**src/rtl/multi_operand_sched.sv**
```systemverilog
// multi_operand_sched: accumulates groups of NUM_OPS unsigned operands and reduces them
// with one shared 4-operand adder. The sum appears 3 edges after the last operand is accepted.
// Backpressure: in_ready is low from the end of a group until the sum is taken; DONE holds for out_ready.
// Optional SCHED_FLUSH_EN macro: adds in_last, so that short groups (unfilled slots are zero) are allowed.
module multi_operand_sched #(
  parameter int OP_W    = 7,
  parameter int NUM_OPS = 8   // only 8 is supported
) (
  input  logic              clk,
  input  logic              rst_n,
  input  logic              in_valid,
  output logic              in_ready,
  input  logic [OP_W-1:0]   in_data,
`ifdef SCHED_FLUSH_EN
  input  logic              in_last,
`endif
  output logic              out_valid,
  input  logic              out_ready,
  output logic [OP_W+2:0]   out_sum,
  output logic              busy
);

  localparam int SUM_W = OP_W + 3;

  typedef enum logic [2:0] {
    LOAD  = 3'd0,
    RED0  = 3'd1,
    RED1  = 3'd2,
    FINAL = 3'd3,
    DONE  = 3'd4
  } state_t;

  state_t            state;
  state_t            state_nxt;
  logic [2:0]        op_cnt;
  logic [OP_W-1:0]   slot [NUM_OPS];
  logic [SUM_W-1:0]  pa;
  logic [SUM_W-1:0]  pb;
  logic [SUM_W-1:0]  add_a;
  logic [SUM_W-1:0]  add_b;
  logic [SUM_W-1:0]  add_c;
  logic [SUM_W-1:0]  add_d;
  logic [SUM_W-1:0]  add_sum;
  logic              last_flag;
  logic              last_slot;
  logic              accept;
  logic              group_end;

`ifdef SCHED_FLUSH_EN
  assign last_flag = in_last;
`else
  assign last_flag = 1'b0;
`endif

  // Accept and group-end qualifiers; derived from state directly, not from in_ready,
  // which keeps the FSM's combinational block free of feedback.
  always_comb begin
    last_slot = (op_cnt == 3'(NUM_OPS - 1));
    accept    = in_valid && (state == LOAD);
    group_end = accept && (last_slot || last_flag);
  end

  // State register.
  always_ff @(posedge clk or negedge rst_n) begin
    if (!rst_n) begin
      state <= LOAD;
    end else begin
      state <= state_nxt;
    end
  end

  // Next-state and handshake outputs.
  always_comb begin
    state_nxt = state;
    in_ready  = 1'b0;
    out_valid = 1'b0;
    busy      = 1'b1;
    case (state)
      LOAD: begin
        in_ready = 1'b1;
        busy     = 1'b0;
        if (in_valid && (last_slot || last_flag)) begin
          state_nxt = RED0;
        end
      end
      RED0:  state_nxt = RED1;
      RED1:  state_nxt = FINAL;
      FINAL: state_nxt = DONE;
      DONE: begin
        out_valid = 1'b1;
        if (out_ready) begin
          state_nxt = LOAD;
        end
      end
      default: state_nxt = LOAD;
    endcase
  end

  // Operand mux for the single shared adder: the two halves, then the two partials.
  always_comb begin
    add_a = '0;
    add_b = '0;
    add_c = '0;
    add_d = '0;
    case (state)
      RED0: begin
        add_a = SUM_W'(slot[0]);
        add_b = SUM_W'(slot[1]);
        add_c = SUM_W'(slot[2]);
        add_d = SUM_W'(slot[3]);
      end
      RED1: begin
        add_a = SUM_W'(slot[4]);
        add_b = SUM_W'(slot[5]);
        add_c = SUM_W'(slot[6]);
        add_d = SUM_W'(slot[7]);
      end
      FINAL: begin
        add_a = pa;
        add_b = pb;
      end
      default: ;
    endcase
    add_sum = add_a + add_b + add_c + add_d;
  end

  // Operand capture. A flushed group zeroes the slots above the last one written,
  // so that no operand from an earlier group leaks into the sum.
  always_ff @(posedge clk or negedge rst_n) begin
    if (!rst_n) begin
      op_cnt <= '0;
      for (int i = 0; i < NUM_OPS; i++) begin
        slot[i] <= '0;
      end
    end else if (accept) begin
      slot[op_cnt] <= in_data;
      if (last_flag) begin
        for (int i = 0; i < NUM_OPS; i++) begin
          if (3'(i) > op_cnt) begin
            slot[i] <= '0;
          end
        end
      end
      if (group_end) begin
        op_cnt <= '0;
      end else begin
        op_cnt <= op_cnt + 3'd1;
      end
    end
  end

  // Reduction registers: each is written only in its own state, so out_sum stays stable in DONE.
  always_ff @(posedge clk or negedge rst_n) begin
    if (!rst_n) begin
      pa      <= '0;
      pb      <= '0;
      out_sum <= '0;
    end else begin
      case (state)
        RED0:    pa      <= add_sum;
        RED1:    pb      <= add_sum;
        FINAL:   out_sum <= add_sum;
        default: ;
      endcase
    end
  end

endmodule

```
**config.mk**
```make
export PLATFORM = sky130hd
export DESIGN_NAME = multi_operand_sched
export DESIGN_NICKNAME = d
export VERILOG_FILES = /design/src/rtl/multi_operand_sched.sv
export SDC_FILE = /design/constraint.sdc
export NUM_CORES = 1
export LEC_CHECK = 0
export ABC_AREA = 1
export BUFFER_PORTS_ARGS = -buffer_cell sky130_fd_sc_hd__buf_4
export CORE_UTILIZATION = 61
export DETAILED_ROUTE_END_ITERATION = 8
export PLACE_DENSITY = 0.81
export SKIP_LAST_GASP = 1
export SYNTH_ARGS = -nofsm -noshare
export SYNTH_HDL_FRONTEND = slang
export SYNTH_SLANG_ARGS = --single-unit
```
**constraint.sdc**
```tcl
create_clock -name clk -period 4.3 [get_ports clk]
set_clock_uncertainty 0.15 [all_clocks]
set_input_delay 0.43 -clock clk [delete_from_list [all_inputs] [get_ports clk]]
set_output_delay 0.43 -clock clk [all_outputs]
set_load 0.03 [all_outputs]
```
### Word-level counts from Yosys, hierarchy flattened

Cells that the tools add are included.

| word-level totals | value |
|---|---|
| flip-flop bits (word level) | 92 |
| bits of input ports | 11 |
| output and inout bits | 13 |
| logic and storage cells | 47 |

| operators by class | value |
|---|---|
| $add $sub $neg | 4 |
| order comparisons | 2 |
| equal/unequal tests | 7 |
| mux-type cells | 14 |
| bitwise logic cells | 1 |
| reduce and logical (&&, ||, !) cells | 6 |

Operators by type and width:

| operator | count |
|---|---|
| one-hot mux 10 bit (3 select lines) | 2 |
| bitwise mux 56 bit | 1 |
| adder 10 bit | 3 |
| one-hot mux 7 bit (2 select lines) | 2 |
| demux 7 bit (select 3 bit) | 1 |
| one-hot mux 3 bit (5 select lines) | 1 |
| 2-to-1 mux 3 bit | 3 |
| 2-to-1 mux 7 bit | 1 |
| == test 3 x 2 -> 1 bit (second input constant) | 2 |
| == test 3 bit (second input constant) | 2 |
| greater-or-equal comparator 4 bit (second input constant) | 1 |
| logical AND 1 bit | 4 |
| < comparator 4 x 1 -> 1 bit (second input constant) | 1 |
| inverter 3 -> 4 bit | 1 |
| adder 3 x 1 -> 3 bit (second input constant) | 1 |
| == test 3 x 1 -> 1 bit (second input constant) | 1 |
| logical NOT 3 bit | 1 |
| 2-to-1 mux 1 bit | 3 |
| inequality test 2 x 1 -> 1 bit (second input constant) | 1 |
| inequality test 2 bit (second input constant) | 1 |
| AND reduction 2 bit | 1 |

### Longest topological paths before layout

Gate-level depths: netlist of the first run.

| depth | value |
|---|---|
| depth in word-level cells | 6 |
| mapped depth | 20 |
| mapped depth without buffers | 19 |

### Worst setup path before layout of the first run

Ideal clock, no wire load.

| path | value |
|---|---|
| path kind | register to register |
| start | register state[2] |
| end | register pb[9] |
| library setup time | 118 ps |
| data arrival time | 3291 ps |
| data required time | 4032 ps |
| path slack | 741 ps |
| cell stages (with the launch flop) | 19 |
| buffers on the path | 1 |
| period minus slack after synthesis | 3559 ps |
| cell sequence | dfrtp_1 > nor2_4 > inv_1 > nor2_4 > inv_1 > buf_2 > o221ai_1 > fa_1 > fa_1 > ha_1 > fa_1 > nand2_1 > nand2_1 > nand3_1 > nand2_1 > inv_1 > nand2_1 > nand3_1 > nand2_1 |

| on the way | value |
|---|---|
| cells in the longest elaborated chain, start to end | 5 |
| elaborated cells on any way between the ends | 10 |
| classes of those cells | add/sub (3); eq/ne (3); mux (4) |

RTL lines:

| element | RTL line | text |
|---|---|---|
| start, declared | 33 | `state_t state;` |
| start signal, assigned | 68 | `state <= state_nxt;` |
| == test 3 x 2 -> 1 bit (tied with other cells) | 105 | `case (state)` |
| one-hot mux 10 bit (3 select lines) | 105 |  |
| adder 10 bit (3 in series) | 124 | `add_sum = add_a + add_b + add_c + add_d;` |
| end signal, assigned | 161 | `RED1: pb <= add_sum;` |
| end, declared | 38 | `logic [SUM_W-1:0] pb;` |

Parallel ways exist; a longest one is shown, timed or not.
A chain may end at the register's enable or synchronous reset.

### Worst setup path in the final report of the first run

| path | value |
|---|---|
| start | register state[0] |
| end | register pa[7] |

| on the way | value |
|---|---|
| cells in the longest elaborated chain, start to end | 5 |
| elaborated cells on any way between the ends | 10 |
| classes of those cells | add/sub (3); eq/ne (3); mux (4) |

RTL lines:

| element | RTL line | text |
|---|---|---|
| == test 3 x 2 -> 1 bit or == test 3 x 1 -> 1 bit (tied branches) | 105, 159 |  |
| one-hot mux 10 bit (3 select lines) | 105 |  |
| adder 10 bit (3 in series) | 124 |  |
| end signal, assigned | 160 | `RED0: pa <= add_sum;` |
| end, declared | 37 | `logic [SUM_W-1:0] pa;` |

Parallel ways exist; a longest one is shown, timed or not.

==> flow_metrics.py, run 1 <==
metrics = {
    "status": {
        "outcome": "completed",
    },
    "sta": {
        "drv_slew": 0,
        "fmax_mhz": 254,
        "finalHoldViolCount": 0,
        "setup_tns_ns": 0,
        "max_slew_margin": 0.255,
        "finalSetupViolCount": 0,
        "fin_crit_sh": 0.915,
        "period_minus_slack_ns": 3.93,
        "rsz0062_at_grt": "no",
        "setup_slack_ns": 0.366,
        "hold_ws_ns": 0.0928,
        "worst_pin_slew_ns": 1.12,
    },
    "grt": {
        "grt_max_degree": 93,
        "track_usage": 0.276,
        "grt_overflow": 0,
        "grt_pass1_wl_mm": 17.9,
        "first_global_vias": 3899,
        "antenna_found_initial": 0,
    },
    "critical_path": {
        "worstSetupPathType": "reg -> reg",
        "rrSetupSlack_ns": 0.37,
        "endpoint": "pa[7]",
        "endpoint_kind": "register",
        "path_delay_family": "adder cells",
        "slowest_stage": "fa_1",
        "r2r-end": "pa[7]",
        "worstPathMaxFanout": 20,
        "cp_common_cell": "inv_1",
        "timing.rr.start": "state[0]",
        "worstPathRequired_ns": 4.39,
        "start_kind": "register",
        "critPathBufInv": 4,
        "cp.arrival_ns": 4.02,
        "worstSetupStartpoint": "state[0]",
        "slowest_delay_ns": 0.58,
        "cp_cell_sequence": "nor2_4 -> inv_1 -> nor2_4 -> inv_1 -> o221ai_1 -> fa_1 -> inv_1 -> fa_1 -> inv_1 -> fa_1 -> nand2_1 -> nand2_1 -> nand3_1 -> nand3b_1 -> nand3_1 -> o21ai_0",
        "cp.depth": 16,
        "reg2regPathDepth": 16,
    },
    "clock_tree": {
        "tritoncts": "done",
        "clkSlewWorstSetupHoldPaths_ns": 0.09,
        "cts_buffers": 9,
        "cts_sinks": 92,
        "post-cts-setup-buffer-count": 0,
        "worstSkewPairLatency_ns": 0.36,
        "cts-hold-fix-buffers": 0,
        "cts-root-buf": "clkbuf_8",
        "cts.path.max_buffers": 2,
        "cts_max_level": 3,
        "ctsResizeCount": 0,
    },
    "final_layout": {
        "final_util": 0.693,
        "final_nets": 643,
        "layout_common_cells": "nand2_1 (153), inv_1 (114), dfrtp_1 (92)",
        "final_common_cell": "nand2_1",
        "antenna_cells": 0,
        "syn2layout_area_growth_pct": 8.80,
        "drive_gt1_frac": 0.115,
        "nFillCells": 652,
    },
    "run": {
        "max_cap_violations": 0,
    },
    "routing": {
        "drt_iter0_drc": 244,
        "ant_nets": 0,
        "totalWireLength_mm": 10.3,
        "num_vias": 3823,
        "wl_per_cell_um": 14.5,
        "via_per_inst": 5.38,
        "dr.pass1.iters": 5,
        "drcViolationCount": 0,
    },
    "placement": {
        "dp_hpwl_mm": 7.27,
        "place_ws_ns": 0.368,
        "portBuffers": 23,
        "globalplace.congestion": 0.858,
    },
    "synthesis": {
        "ys_warn_count": 0,
        "synth_edf_count": 0,
        "synth_seq_cells": 92,
        "synthFlopType": "dfrtp_1",
        "synth_area_leaders": "dfrtp_1 (47%), nand2_1 (12%), inv_1 (8.6%)",
        "async_flop_share": 1.00,
        "synth_top_area_frac": 0.465,
        "synth_top_cell_by_area": "dfrtp_1",
        "ys_types": 31,
        "synth.net_count": 628,
        "ys_seq_area_frac": 0.465,
        "syn-instance-count": 588,
        "synth_area_um2": 4950,
        "postSynthAreaPerCell_um2": 8.41,
    },
    "floorplanning": {
        "start_util": 0.637,
        "core-area_um2": 7770,
        "rows": 32,
        "die_y_um": 92.1,
        "pin_count": 24,
        "die_area_um2": 8470,
        "die_w_um": 92.1,
    },
    "worst_hold_path": {
        "hold_path_class": "in -> async",
    },
}
## kinds of logic after synthesis
kind of cell    after synthesis  synth area share
xor+xnor                      3           0.00531
simple gates                212             0.191
buf+inv                     141             0.114
fa+ha+maj                    29            0.0946
flops                        92             0.465
compound gates              111             0.129
## metrics by stage
stage	instance area, µm²	cells
finish	5380	710
global route	5380	710
CTS	5380	710
detailed placement	5180	694
global placement	5180	694
floorplan	4950	588
## flip-flops by register name, indices dropped and copies added (netlist names)
| name | count |
|---|---|
| slot | 56 |
| pa | 10 |
| pb | 10 |
| op_cnt | 3 |
| out_sum | 10 |
| state | 3 |
## layout make-up
type,instances,area [µm²],share of cell area
clock inverters,5,60.1,0.0112
repair buffers,29,230,0.0428
flip-flops and latches,92,2300,0.428
inverters,116,440,0.0818
multi-input cells,355,2080,0.387
clock buffers,11,141,0.0263
well taps,102,128,0.0237
## worst min-delay path by stage
stage                    start  cells past startpoint         end
finish                   rst_n                      1   op_cnt[1]
global route        in_data[3]                      3    slot[10]
CTS                      rst_n                      1   op_cnt[1]
detailed placement  out_sum[9]                      2  out_sum[9]
global placement    out_sum[8]                      2  out_sum[8]
floorplan                rst_n                      0   op_cnt[0]
## Yosys cell counts, types with 2 or more instances
cell type  count
o21ai_0       75
dfrtp_1       92
a21oi_1        8
buf_2         15
o221ai_1      12
nor2_1        14
clkbuf_1       7
nor2_4         9
o21ai_2        7
nand2_1      153
nand3_1       25
o22ai_1        8
ha_1          15
nand3b_1       2
fa_1          14
xor2_1         2
inv_1        114
nand2_2        3
## layer usage
| metal | routed length (µm) | track usage | vias to the layer above |
|---|---|---|---|
| li1 | - | - | 1852 |
| met1 | 4550 | 0.359 | 1872 |
| met2 | 5140 | 0.462 | 77 |
| met3 | 325 | 0.0282 | 22 |
| met4 | 277 | 0.135 | 0 |
| met5 | 0 | 0 | - |
## worst register-to-register path, delay by kind of cell (launching register included)
family,cells,cell delay (ns)
and+or+nand+nor,7,0.60
AOI/OAI and AO/OA,2,0.34
DFF,1,0.44
adders and majority gates,3,1.57
buffers and inverters,4,0.71
Power of run 1 is not shown: default switching activity piles up to over one toggle a cycle in this logic, so the estimate is an artifact.
==> run 2: changes to the inputs <==
Settings changed: BUFFER_PORTS_ARGS -buffer_cell sky130_fd_sc_hd__buf_4 to -buffer_cell sky130_fd_sc_hd__buf_2, CORE_UTILIZATION 61 to 56, PLACE_DENSITY 0.81 to 0.79.
Clock period 4.3 ns to 3.2 ns, I/O delays scaled along.
==> run 2 against run 1 <==
The run now ends with setup timing left; count of clock-buffer cells in the layout fell by 2; non-clock buffer count rose by 44; cell area grew 17%; routed wire length grew 30%; die area is 8.7% higher; core utilization grew 5.8 points; global-route usage is 2.4 points higher; flip-flop and latch count unchanged; hold slack improved by 0.018 ns; worst setup slack lost 0.79 ns; first-iteration DRC count is 17% higher; via count increased by 10%.
==> flow_metrics.py, run 2 (synthesis results as in run 1) <==
metrics = {
    "clock_tree": {
        "tritoncts": "done",
        "cts_buffers": 9,
        "cts-root-buf": "clkbuf_8",
        "cts.path.max_buffers": 2,
        "clkSlewWorstSetupHoldPaths_ns": 0.10,
        "cts_sinks": 92,
        "worstSkewPairLatency_ns": 0.37,
        "cts_max_level": 3,
    },
    "routing": {
        "via_per_inst": 5.55,
        "dr.pass1.iters": 5,
        "ant_nets": 0,
        "totalWireLength_mm": 13.4,
        "drt_iter0_drc": 286,
        "num_vias": 4205,
        "wl_per_cell_um": 17.7,
        "drcViolationCount": 0,
    },
    "floorplanning": {
        "die_area_um2": 9210,
        "die_y_um": 96.0,
        "rows": 33,
        "die_w_um": 96.0,
        "start_util": 0.590,
        "core-area_um2": 8380,
        "pin_count": 24,
    },
    "grt": {
        "track_usage": 0.299,
        "grt_overflow": 0,
        "grt_max_degree": 93,
        "grt_pass1_wl_mm": 20.2,
        "first_global_vias": 4198,
        "antenna_found_initial": 0,
    },
    "worst_hold_path": {
        "hold_path_class": "in -> reg",
    },
    "critical_path": {
        "worstSetupPathType": "reg -> reg",
        "worstPathRequired_ns": 3.31,
        "cp.arrival_ns": 3.74,
        "worstPathMaxFanout": 4,
        "start_kind": "register",
        "endpoint_kind": "register",
    },
    "sta": {
        "max_slew_margin": 0.642,
        "fmax_mhz": 276,
        "drv_slew": 0,
        "finalSetupViolCount": 24,
        "finalHoldViolCount": 0,
        "period_minus_slack_ns": 3.63,
        "fin_crit_sh": 1.13,
        "setup_slack_ns": -0.428,
        "worst_pin_slew_ns": 0.537,
        "rsz0062_at_grt": "yes",
    },
    "final_layout": {
        "drive_gt1_frac": 0.276,
        "final_nets": 687,
        "largest_reg_flops": 56,
        "final_util": 0.751,
        "antenna_cells": 0,
        "syn2layout_area_growth_pct": 27.2,
        "layout_common_cells": "nand2_1 (139), inv_1 (106), dfrtp_1 (91)",
        "regMostFlops": "slot",
        "final_common_cell": "nand2_1",
    },
    "status": {
        "violations": "setup timing",
        "outcome": "finished with violations",
    },
    "placement": {
        "globalplace.congestion": 0.892,
        "dp_hpwl_mm": 7.80,
        "portBuffers": 23,
    },
    "run": {
        "max_cap_violations": 0,
    },
}
## run 2: critical path, cell delays in order (launching register included)
cell and delay (ns):
dfrtp_1 0.43, buf_6 0.15, nand2_4 0.07, nor2_4 0.04
buf_6 0.12, buf_6 0.11, nand2_1 0.12, o221ai_4 0.11
fa_1 0.54, inv_2 0.07, fa_1 0.54, inv_2 0.07
fa_2 0.42, buf_4 0.15, buf_6 0.12, xor2_4 0.15
nand2_1 0.06, o21ai_0 0.08
## run 2: final timing paths
path	cells past startpoint	from	to	slack [ns]
setup / recovery	17	state[0]	pb[3]	-0.43
hold / removal	3	in_data[1]	slot[1]	0.11
setup reg to reg	17	state[0]	pb[3]	-0.43
hold reg to reg	2	out_sum[7]	out_sum[7]	0.33
max in group asynchronous	3	rst_n	slot[54]	2.13
min in group asynchronous	3	rst_n	slot[8]	0.36
## run 2: cell type report
| class | instances | area [µm²] |
|---|---|---|
| clock inverter | 7 | 98.8 |
| inverter | 116 | 448 |
| fill | 546 | 2090 |
| timing repair buffer | 73 | 631 |
| sequential | 92 | 2300 |
| clock buffer | 9 | 124 |
| multi-input combinational | 355 | 2550 |
| tap | 105 | 131 |
## run 2: per-stage QoR
stage | instance area [µm²] | setup WS [ns] | instances | TNS [ns] | hold WS (ns)
2_1_floorplan | 5040 | -0.148 | 588 | -1.30 | -0.126
3_3_place_gp | 5400 | -0.246 | 721 | -4.42 | 0.253
3_5_place_dp | 5400 | -0.348 | 721 | -6.78 | 0.259
4_1_cts | 6030 | -0.282 | 751 | -5.45 | 0.0585
5_1_grt | 6290 | -0.511 | 757 | -10.66 | 0.121
6_report | 6290 | -0.428 | 757 | -8.65 | 0.111
## run 2: repair_timing
action | CTS | global route
endpoints found under the hold margin | 92 | 0
pin swaps | 30 | 17
setup buffers | 11 | 6
hold buffers | 1 | 0
endpoints found under the setup margin | 24 | 24
resized for setup | 70 | 39
cloned | 2 | 0
## run 2: metal layers
layer | vias up | GRT usage | share of wire
met1 | 2035 | 0.356 | 0.39
met2 | 160 | 0.508 | 0.51
met4 | 0 | 0.175 | 0.051
li1 | 1947 | - | -
met5 | - | 0 | 0
met3 | 63 | 0.0529 | 0.049
Power of run 2 is left out for the same reason.
